### config.mk
export PLATFORM = sky130hd
export DESIGN_NAME = reg_file_sb
export DESIGN_NICKNAME = d
export VERILOG_FILES = /design/src/rtl/reg_file_pkg.sv /design/src/rtl/reg_scoreboard.sv /design/src/rtl/reg_file_sb.sv
export SDC_FILE = /design/constraint.sdc
export NUM_CORES = 2
export LEC_CHECK = 0
export BUFFER_PORTS_ARGS = -buffer_cell sky130_fd_sc_hd__buf_4
export CAP_MARGIN = 20
export CORE_MARGIN = 1.5
export CORE_UTILIZATION = 30
export DETAILED_ROUTE_END_ITERATION = 6
export PLACE_DENSITY = 0.43
export SYNTH_ARGS = -nofsm -noshare
export SYNTH_HDL_FRONTEND = slang
export SYNTH_SLANG_ARGS = --single-unit
### constraint.sdc
create_clock -name clk -period 34.6 [get_ports clk]
set_input_delay 6.92 -clock clk [delete_from_list [all_inputs] [get_ports clk]]
set_output_delay 6.92 -clock clk [all_outputs]
set_load 0.01 [all_outputs]
### src/rtl/reg_file_pkg.sv
// Shared defaults and MIPS ABI register indices for the scoreboarded register file.
package reg_file_pkg;

    localparam int DATA_W_DEF   = 32;
    localparam int ADDR_W_DEF   = 5;
    localparam int MAX_PEND_DEF = 8;

    typedef enum logic [4:0] {
        ZERO, AT, V0, V1, A0, A1, A2, A3,
        T0, T1, T2, T3, T4, T5, T6, T7,
        S0, S1, S2, S3, S4, S5, S6, S7,
        T8, T9, K0, K1, GP, SP, FP, RA
    } abi_reg_e;

endpackage

### src/rtl/reg_scoreboard.sv
// Per-register busy bits for outstanding write-backs, with occupancy count and
// a sticky flag for write-backs that arrive for a register nobody reserved.
module reg_scoreboard
    import reg_file_pkg::*;
#(
    parameter int ADDR_W   = ADDR_W_DEF,
    parameter int ZERO_REG = 1,
    parameter int MAX_PEND = MAX_PEND_DEF,
    localparam int NREGS   = 1 << ADDR_W,
    localparam int CNT_W   = $clog2(MAX_PEND + 1)
) (
    input  logic              clk,
    input  logic              rst,
    input  logic [ADDR_W-1:0] rd_a_addr,
    output logic              rd_a_busy,
    input  logic [ADDR_W-1:0] rd_b_addr,
    output logic              rd_b_busy,
    input  logic              rsv_en,
    input  logic [ADDR_W-1:0] rsv_addr,
    output logic              rsv_ok,
    input  logic              wb_fire,
    input  logic [ADDR_W-1:0] wb_addr,
    output logic [CNT_W-1:0]  busy_cnt,
    output logic              wb_err
);

    localparam bit             ZR      = (ZERO_REG != 0);
    localparam logic [CNT_W-1:0] CNT_MAX = CNT_W'(MAX_PEND);
    localparam logic [CNT_W-1:0] CNT_ONE = CNT_W'(1);

    logic [NREGS-1:0] busy;
    logic             rsv_zero;
    logic             clr;

    assign rd_a_busy = busy[rd_a_addr];
    assign rd_b_busy = busy[rd_b_addr];

    // Registered busy only: a register being cleared this cycle is still refused.
    assign rsv_zero = ZR && (rsv_addr == '0);
    assign rsv_ok   = rsv_en && !busy[rsv_addr] && (busy_cnt < CNT_MAX) && !rsv_zero;
    assign clr      = wb_fire && busy[wb_addr];

    always_ff @(posedge clk or posedge rst) begin
        if (rst) begin
            busy     <= '0;
            busy_cnt <= '0;
            wb_err   <= 1'b0;
        end else begin
            if (clr)
                busy[wb_addr] <= 1'b0;
            if (rsv_ok)
                busy[rsv_addr] <= 1'b1;
            case ({rsv_ok, clr})
                2'b10:   busy_cnt <= busy_cnt + CNT_ONE;
                2'b01:   busy_cnt <= busy_cnt - CNT_ONE;
                default: busy_cnt <= busy_cnt;
            endcase
            if (wb_fire && !busy[wb_addr])
                wb_err <= 1'b1;
        end
    end

endmodule

### src/rtl/reg_file_sb.sv
// Two-read / one-write register file with a handshaked write-back port,
// write-to-read bypass and a reservation scoreboard for outstanding write-backs.
module reg_file_sb
    import reg_file_pkg::*;
#(
    parameter int DATA_W   = DATA_W_DEF,
    parameter int ADDR_W   = ADDR_W_DEF,
    parameter int ZERO_REG = 1,
    parameter int MAX_PEND = MAX_PEND_DEF,
    localparam int CNT_W   = $clog2(MAX_PEND + 1)
) (
    input  logic              clk,
    input  logic              rst,
    input  logic [ADDR_W-1:0] rd_a_addr,
    output logic [DATA_W-1:0] rd_a_data,
    output logic              rd_a_busy,
    input  logic [ADDR_W-1:0] rd_b_addr,
    output logic [DATA_W-1:0] rd_b_data,
    output logic              rd_b_busy,
    input  logic              wr_en,
    input  logic [ADDR_W-1:0] wr_addr,
    input  logic [DATA_W-1:0] wr_data,
    input  logic              rsv_en,
    input  logic [ADDR_W-1:0] rsv_addr,
    output logic              rsv_ok,
    input  logic              wb_valid,
    output logic              wb_ready,
    input  logic [ADDR_W-1:0] wb_addr,
    input  logic [DATA_W-1:0] wb_data,
    output logic [CNT_W-1:0]  busy_cnt,
    output logic              wb_err
);

    localparam int NREGS = 1 << ADDR_W;
    localparam bit ZR    = (ZERO_REG != 0);

    logic [DATA_W-1:0] regs [NREGS];
    logic              wr_valid;
    logic              wb_fire;
    logic              wb_write;

    // A CPU write to the hardwired zero register is a no-op and does not stall write-back.
    assign wr_valid = wr_en && !(ZR && (wr_addr == '0));
    assign wb_ready = !wr_valid;
    assign wb_fire  = wb_valid && wb_ready;
    assign wb_write = wb_fire && !(ZR && (wb_addr == '0));

    always_ff @(posedge clk or posedge rst) begin
        if (rst) begin
            for (int i = 0; i < NREGS; i++)
                regs[i] <= '0;
        end else begin
            if (wr_valid)
                regs[wr_addr] <= wr_data;
            if (wb_write)
                regs[wb_addr] <= wb_data;
        end
    end

    function automatic logic [DATA_W-1:0] bypass(
        input logic [ADDR_W-1:0] addr,
        input logic [DATA_W-1:0] stored,
        input logic              wr_hit_en,
        input logic [ADDR_W-1:0] wr_hit_addr,
        input logic [DATA_W-1:0] wr_hit_data,
        input logic              wb_hit_en,
        input logic [ADDR_W-1:0] wb_hit_addr,
        input logic [DATA_W-1:0] wb_hit_data
    );
        if (ZR && (addr == '0))
            return '0;
        if (wr_hit_en && (wr_hit_addr == addr))
            return wr_hit_data;
        if (wb_hit_en && (wb_hit_addr == addr))
            return wb_hit_data;
        return stored;
    endfunction

    assign rd_a_data = bypass(rd_a_addr, regs[rd_a_addr], wr_valid, wr_addr, wr_data,
                              wb_write, wb_addr, wb_data);
    assign rd_b_data = bypass(rd_b_addr, regs[rd_b_addr], wr_valid, wr_addr, wr_data,
                              wb_write, wb_addr, wb_data);

    reg_scoreboard #(
        .ADDR_W   (ADDR_W),
        .ZERO_REG (ZERO_REG),
        .MAX_PEND (MAX_PEND)
    ) u_scoreboard (
        .clk       (clk),
        .rst       (rst),
        .rd_a_addr (rd_a_addr),
        .rd_a_busy (rd_a_busy),
        .rd_b_addr (rd_b_addr),
        .rd_b_busy (rd_b_busy),
        .rsv_en    (rsv_en),
        .rsv_addr  (rsv_addr),
        .rsv_ok    (rsv_ok),
        .wb_fire   (wb_fire),
        .wb_addr   (wb_addr),
        .busy_cnt  (busy_cnt),
        .wb_err    (wb_err)
    );

endmodule

# After elaboration in Yosys (flattened, before gate mapping)
# Cells that the tools add are included.
# op_classes
mux	53
add_sub_neg	2
order_cmp	13
bitwise	7
n_eq_ne	6
n_reduce_logical	28
# ops
operator	n
bitwise mux 1024 bit	2
2-to-1 mux 1024 bit	2
2-to-1 mux 32 bit	20
binary-select mux 32 bit (select 5 bit)	2
demux 32 bit (select 5 bit)	2
AND 32 bit	1
NOT 32 bit	1
bitwise OR 32 bit	1
zero test 5 bit	5
>= comparator 6 bit, second input constant	4
< comparator 5 x 6 -> 1 bit, second input constant	4
NOT 5 -> 6 bit	4
binary-select mux 1 bit (select 5 bit)	4
== test 5 bit	4
2-to-1 mux 1 bit	18
logical AND 1 bit	16
< comparator 6 x 1 -> 1 bit, second input constant	2
demux 1 bit (select 5 bit)	2
>= comparator 5 x 1 -> 1 bit, second input constant	2
case mux 4 bit (2 select lines)	1
zero test 1 bit	6
adder 4 x 1 -> 4 bit, second input constant	1
< comparator 4 bit, second input constant	1
subtractor 4 x 1 -> 4 bit, second input constant	1
other kinds (3)	3
# word_totals
input_bits	94
regBits	1061
output_inout_bits	73
elab_cells	144

# Longest topological paths before layout
# depth
word_depth	13
ltp_mapped	16
ltp_nobuf	13

# Hierarchy
# A second synthesis with hierarchy kept.
# hier_totals
cells_unflattened	6967
area_unflattened_um2	67793.8
# by_module_without_submodules
module	cells_each	area_each_um2	n_inst	seq_area_each_um2
reg_file_sb	6670	64873.5	1	25624.6
reg_scoreboard	297	2920.3	1	925.9

# Worst setup path after synthesis
# Ideal clock, no wire load.
# synth_timing
path_type	input to output
startpoint	input rd_b_addr[1]
endpoint	output rd_b_busy
required_ns	27.680
n_path_buf	4
path_stages	7
t_arrival_ns	8.923
setup_slack_ns	18.757
cell_sequence	buf_2 > buf_4 > buf_4 > buf_1 > mux4_2 > mux4_2 > mux2_2
# synth_via
elab_chain_len	2
# synth_lines
item	line	rtl
from (decl)	reg_file_sb.sv:17	input logic [ADDR_W-1:0] rd_b_addr,
binary-select mux 1 bit (select 5 bit)	reg_scoreboard.sv:36	assign rd_b_busy = busy[rd_b_addr];
2-to-1 mux 1 bit (not written as such)	reg_scoreboard.sv:36	
to (decl)	reg_file_sb.sv:19	output logic rd_b_busy,
# Every way passes these cells. The select of a mux whose other input is x is not followed.

# Worst setup path in the final report
# layout_timing
startpoint	input rd_a_addr[1]
endpoint	output rd_a_data[16]
# layout_via
elab_chain_len	8
# layout_lines
item	line	rtl
from (decl)	reg_file_sb.sv:14	input logic [ADDR_W-1:0] rd_a_addr,
parallel branches: the longest is 7 deep, another holds binary-select mux 32 bit (select 5 bit)	n/a	
2-to-1 mux 32 bit (*)	reg_file_sb.sv:72	if (wr_hit_en && (wr_hit_addr == addr))
to (decl)	reg_file_sb.sv:15	output logic [DATA_W-1:0] rd_a_data,
# Mark *: on every way between the ends. The select of a mux whose other input is x is not followed.

==> metrics.log <==
[metrics] Cell variety after synth: 69
[metrics] type of the worst setup path: input pin to output port
[metrics] Area Overhead vs Synth: 11.75%
[metrics] ranking of synthesized cells by area: sky130_fd_sc_hd__dfrtp_1 40%, sky130_fd_sc_hd__mux4_2 18%, sky130_fd_sc_hd__mux2i_1 16%
[metrics] Setup Skew: 0.008545 ns
[metrics] count of TritonRoute iterations in the first routing pass: 6
[metrics] count of flip-flops with a built-in enable after synthesis: 0
[metrics] sequential share of the synthesized area: approximately two fifths
[metrics] count of placed standard cells including taps: 8849
[metrics] die footprint: around 230000 sq um
[metrics] largest buffer count on any clock path: 3
[metrics] highest-count cells in the layout ignoring fill and taps: 1093 x sky130_fd_sc_hd__mux2i_1, 1061 x sky130_fd_sc_hd__dfrtp_1, 988 x sky130_fd_sc_hd__a21oi_1
[metrics] remaining design rule violation count: 0
[metrics] NumNets Final: 6106
[metrics] global routing usage summed across all routing layers: a little over a quarter
[metrics] number of storage elements in the synthesis netlist: 1061
[metrics] peak supply drop: 0.00004410 V
[metrics] Die Span X: between 400 and 500 microns
[metrics] Net Count, Synth: 6468
[metrics] later-pin clock latency in the skew report: about 0.8 ns
[metrics] footprint of the flip-flops and latches: 26550 sq um
[metrics] upper clock frequency limit: approximately 0.054 GHz
[metrics] Post-Layout Cell Count: 9097
[metrics] Setup Viol. Count Final: 0
[metrics] footprint of the multi-input gates: 37390 sq um
[metrics] global-route wire length before repair: 432900 microns
[metrics] detailed router's first-iteration violation count: between 5k and 6k
[metrics] setup repair after global routing missed its margin: false
[metrics] worst flop-to-flop path startpoint: u_scoreboard.busy[23]$_DFF_PP0_
[metrics] async set or reset register ratio after synthesis: 100.0%
[metrics] depth of the worst hold-timing path: 0
[metrics] clock root cell: sky130_fd_sc_hd__clkbuf_16
[metrics] crit path max fanout: 65
[metrics] Leak: 32.38 nW
[metrics] cell type with the largest total area after synthesis: sky130_fd_sc_hd__dfrtp_1
[metrics] post-synth top area share: 39.68%
[metrics] most instantiated flip-flop cell in the synthesis netlist: sky130_fd_sc_hd__dfrtp_1
[metrics] post-DR vias/cell: 5.844
[metrics] hold buffers post-CTS: 0
[metrics] area of the mapped netlist: 66900 sq um
[metrics] critical register-to-register path endpoint: u_scoreboard.busy_cnt[2]$_DFFE_PP0P_
[metrics] Avg WL per Cell: ~34 microns
[metrics] placeable core area: 221900 sq um
[metrics] most common cell after layout, fill and taps aside: sky130_fd_sc_hd__mux2i_1
[metrics] number of nets with antenna violations after detailed routing: 0
[metrics] clock-pin slew reported for the worst setup and hold paths after clock tree synthesis: 0.06 ns
[metrics] Total Routed Length: about 310000 microns
[metrics] r2r setup slk: around 31 ns
[metrics] buffers inserted during post-CTS setup optimization: 0
[metrics] Chip Height: 475.2 microns
[metrics] kind of start point of the critical path: input pin
[metrics] actual slew at the worst max-slew pin: between 1 and 1.5 ns
[metrics] mean instance size in the synthesized netlist: approximately 11 sq um
[metrics] outcome: finished clean
[metrics] maximum number of pins on one net before global-route repair: 148
[metrics] global placement routability congestion: 0.8407
[metrics] CTS buffer count: 132
[metrics] Worst setup EP type: output port
[metrics] sink count of the clock tree: 1061
[metrics] Max-cap violations: 0
[metrics] total of buffers placed on input and output ports: between 150 and 200
[metrics] Worst Reg2Reg Path Length in Cells: 12
[metrics] Final Max Slew Viols: 0
[metrics] GRT overflow: 0
[metrics] time the worst path needs with I/O delays and setup: 18.44 ns
[metrics] post-detail-place hpwl: 181600 microns
[metrics] yosys synthesis warning count: 0
[metrics] startpoint of the most critical hold path: regs[1009]$_DFF_PP0_
[metrics] layout cells sized above 1: 19.15%
[metrics] CTS tree: done
[metrics] tightest slew margin relative to the limit: 16.88%
[metrics] area of all placed cells without fillers: 74770 sq um
[metrics] fillcell total: 22.13k
[metrics] pwr dens: 60.54 nW/um^2
[metrics] hold-critical path endpoint: regs[1009]$_DFF_PP0_
[metrics] part of the cycle the worst path needs: 53.30%
[metrics] Initial Utilization: 30.15%
[metrics] class of the worst hold path: flop to flop
[metrics] maximum level of the CTS H-tree: 4
[metrics] Synth Instances: 6371
[metrics] vias in the first global route: 51.18k
[metrics] Resized Gates After CTS: 0
[metrics] standard-cell row count: roughly 170
[metrics] number of placed I/O pins: 167
[metrics] initial antenna violation count: 23
[metrics] Arr. time, crit path: between 10 and 15 ns
[metrics] via count: 53.17k
[metrics] placed cell area: 70260 sq um
[metrics] CP Data Required Time: 27.68 ns
[metrics] Hold Vio Cnt, Final: 0
[metrics] final sum of negative setup slack: 0 ns
-- cells by family after synthesis --
family | after synthesis | share of synthesized area, %
mux | 1627 | 34.21
compound gates | 1482 | 12.33
simple gates | 1333 | 8.232
flops | 1061 | 39.68
buf+inv | 840 | 5.160
xor+xnor | 25 | 0.3273
fa+ha+maj | 3 | 0.05611
-- final cells by class --
cell class	count	area share, %
diodes	11	0.03682
clock buffers	192	5.250
clock inverters	44	0.7263
inverters	25	0.1305
multi-input cells	4470	50.01
flip-flops and latches	1061	35.51
well taps	2975	4.978
repair buffers	319	3.359
-- cell usage after synthesis (all sizes together) (21+ instances only) --
| library cell | count |
|---|---|
| nor2b | 29 |
| nor2 | 980 |
| dfrtp | 1061 |
| a22oi | 22 |
| inv | 24 |
| mux4 | 527 |
| a31oi | 24 |
| nor4 | 24 |
| a2111oi | 21 |
| o22ai | 142 |
| buf | 201 |
| clkbuf | 614 |
| o21ai | 163 |
| nand2 | 208 |
| mux2i | 1093 |
| a21oi | 988 |
| a211oi | 36 |
-- state kept, by name, summed over array words and instances (netlist names) --
| name | count |
|---|---|
| regs | 1024 |
| u_scoreboard.busy | 32 |
| u_scoreboard.busy_cnt | 4 |
| u_scoreboard.wb_err | 1 |
-- stage by stage --
stage                     utilization, %  setup WS [ns]  total power [mW]  hold WS (ns)
final                              33.70          16.16             4.526        0.3950
after global routing               33.70          16.03             4.725        0.4058
after CTS                          33.68          16.18             4.532        0.3968
after global placement             31.66          16.15             3.023        0.3763
after floorplan                        -          13.05             2.673        0.4413
after detailed placement           31.67          16.18             3.052        0.3836
-- power by group --
part,internal [mW],switching [mW],leakage [nW]
logic,0.632,0.553,17.2
registers,1.58,0.283,12.9
clock network,0.864,0.612,2.21
-- worst max-delay path, cell delays in order --
cell and delay (ns):
sky130_fd_sc_hd__buf_8 0.60, sky130_fd_sc_hd__buf_4 0.77, sky130_fd_sc_hd__buf_4 0.81, sky130_fd_sc_hd__mux4_2 0.36
sky130_fd_sc_hd__o22ai_1 0.11, sky130_fd_sc_hd__a211oi_1 0.73, sky130_fd_sc_hd__nand2_1 0.15, sky130_fd_sc_hd__a31oi_1 0.56
sky130_fd_sc_hd__buf_4 0.24
-- per-layer routing --
layer  global-route usage, %  wire, microns  vias to the layer above
met3                   5.085          21640                      662
met1                   35.01         126100                    27390
met2                   43.88         148000                     2480
li1                        -              -                    22620
met5                       0             67                        -
met4                   13.81          16700                       12
-- worst max-delay path by stage --
stage	start	to	slack, ns	cells past startpoint
global route	rd_a_addr[1]	rd_a_data[20]	16.03	10
finish	rd_a_addr[1]	rd_a_data[16]	16.16	9
CTS	rd_a_addr[1]	rd_a_data[20]	16.18	10
floorplan	rst	regs[0]$_DFF_PP0_	13.05	1
global placement	rd_a_addr[1]	rd_a_data[16]	16.15	9
detailed placement	rd_a_addr[1]	rd_a_data[20]	16.18	10
No activity file was read; power rests on OpenSTA's default activity.
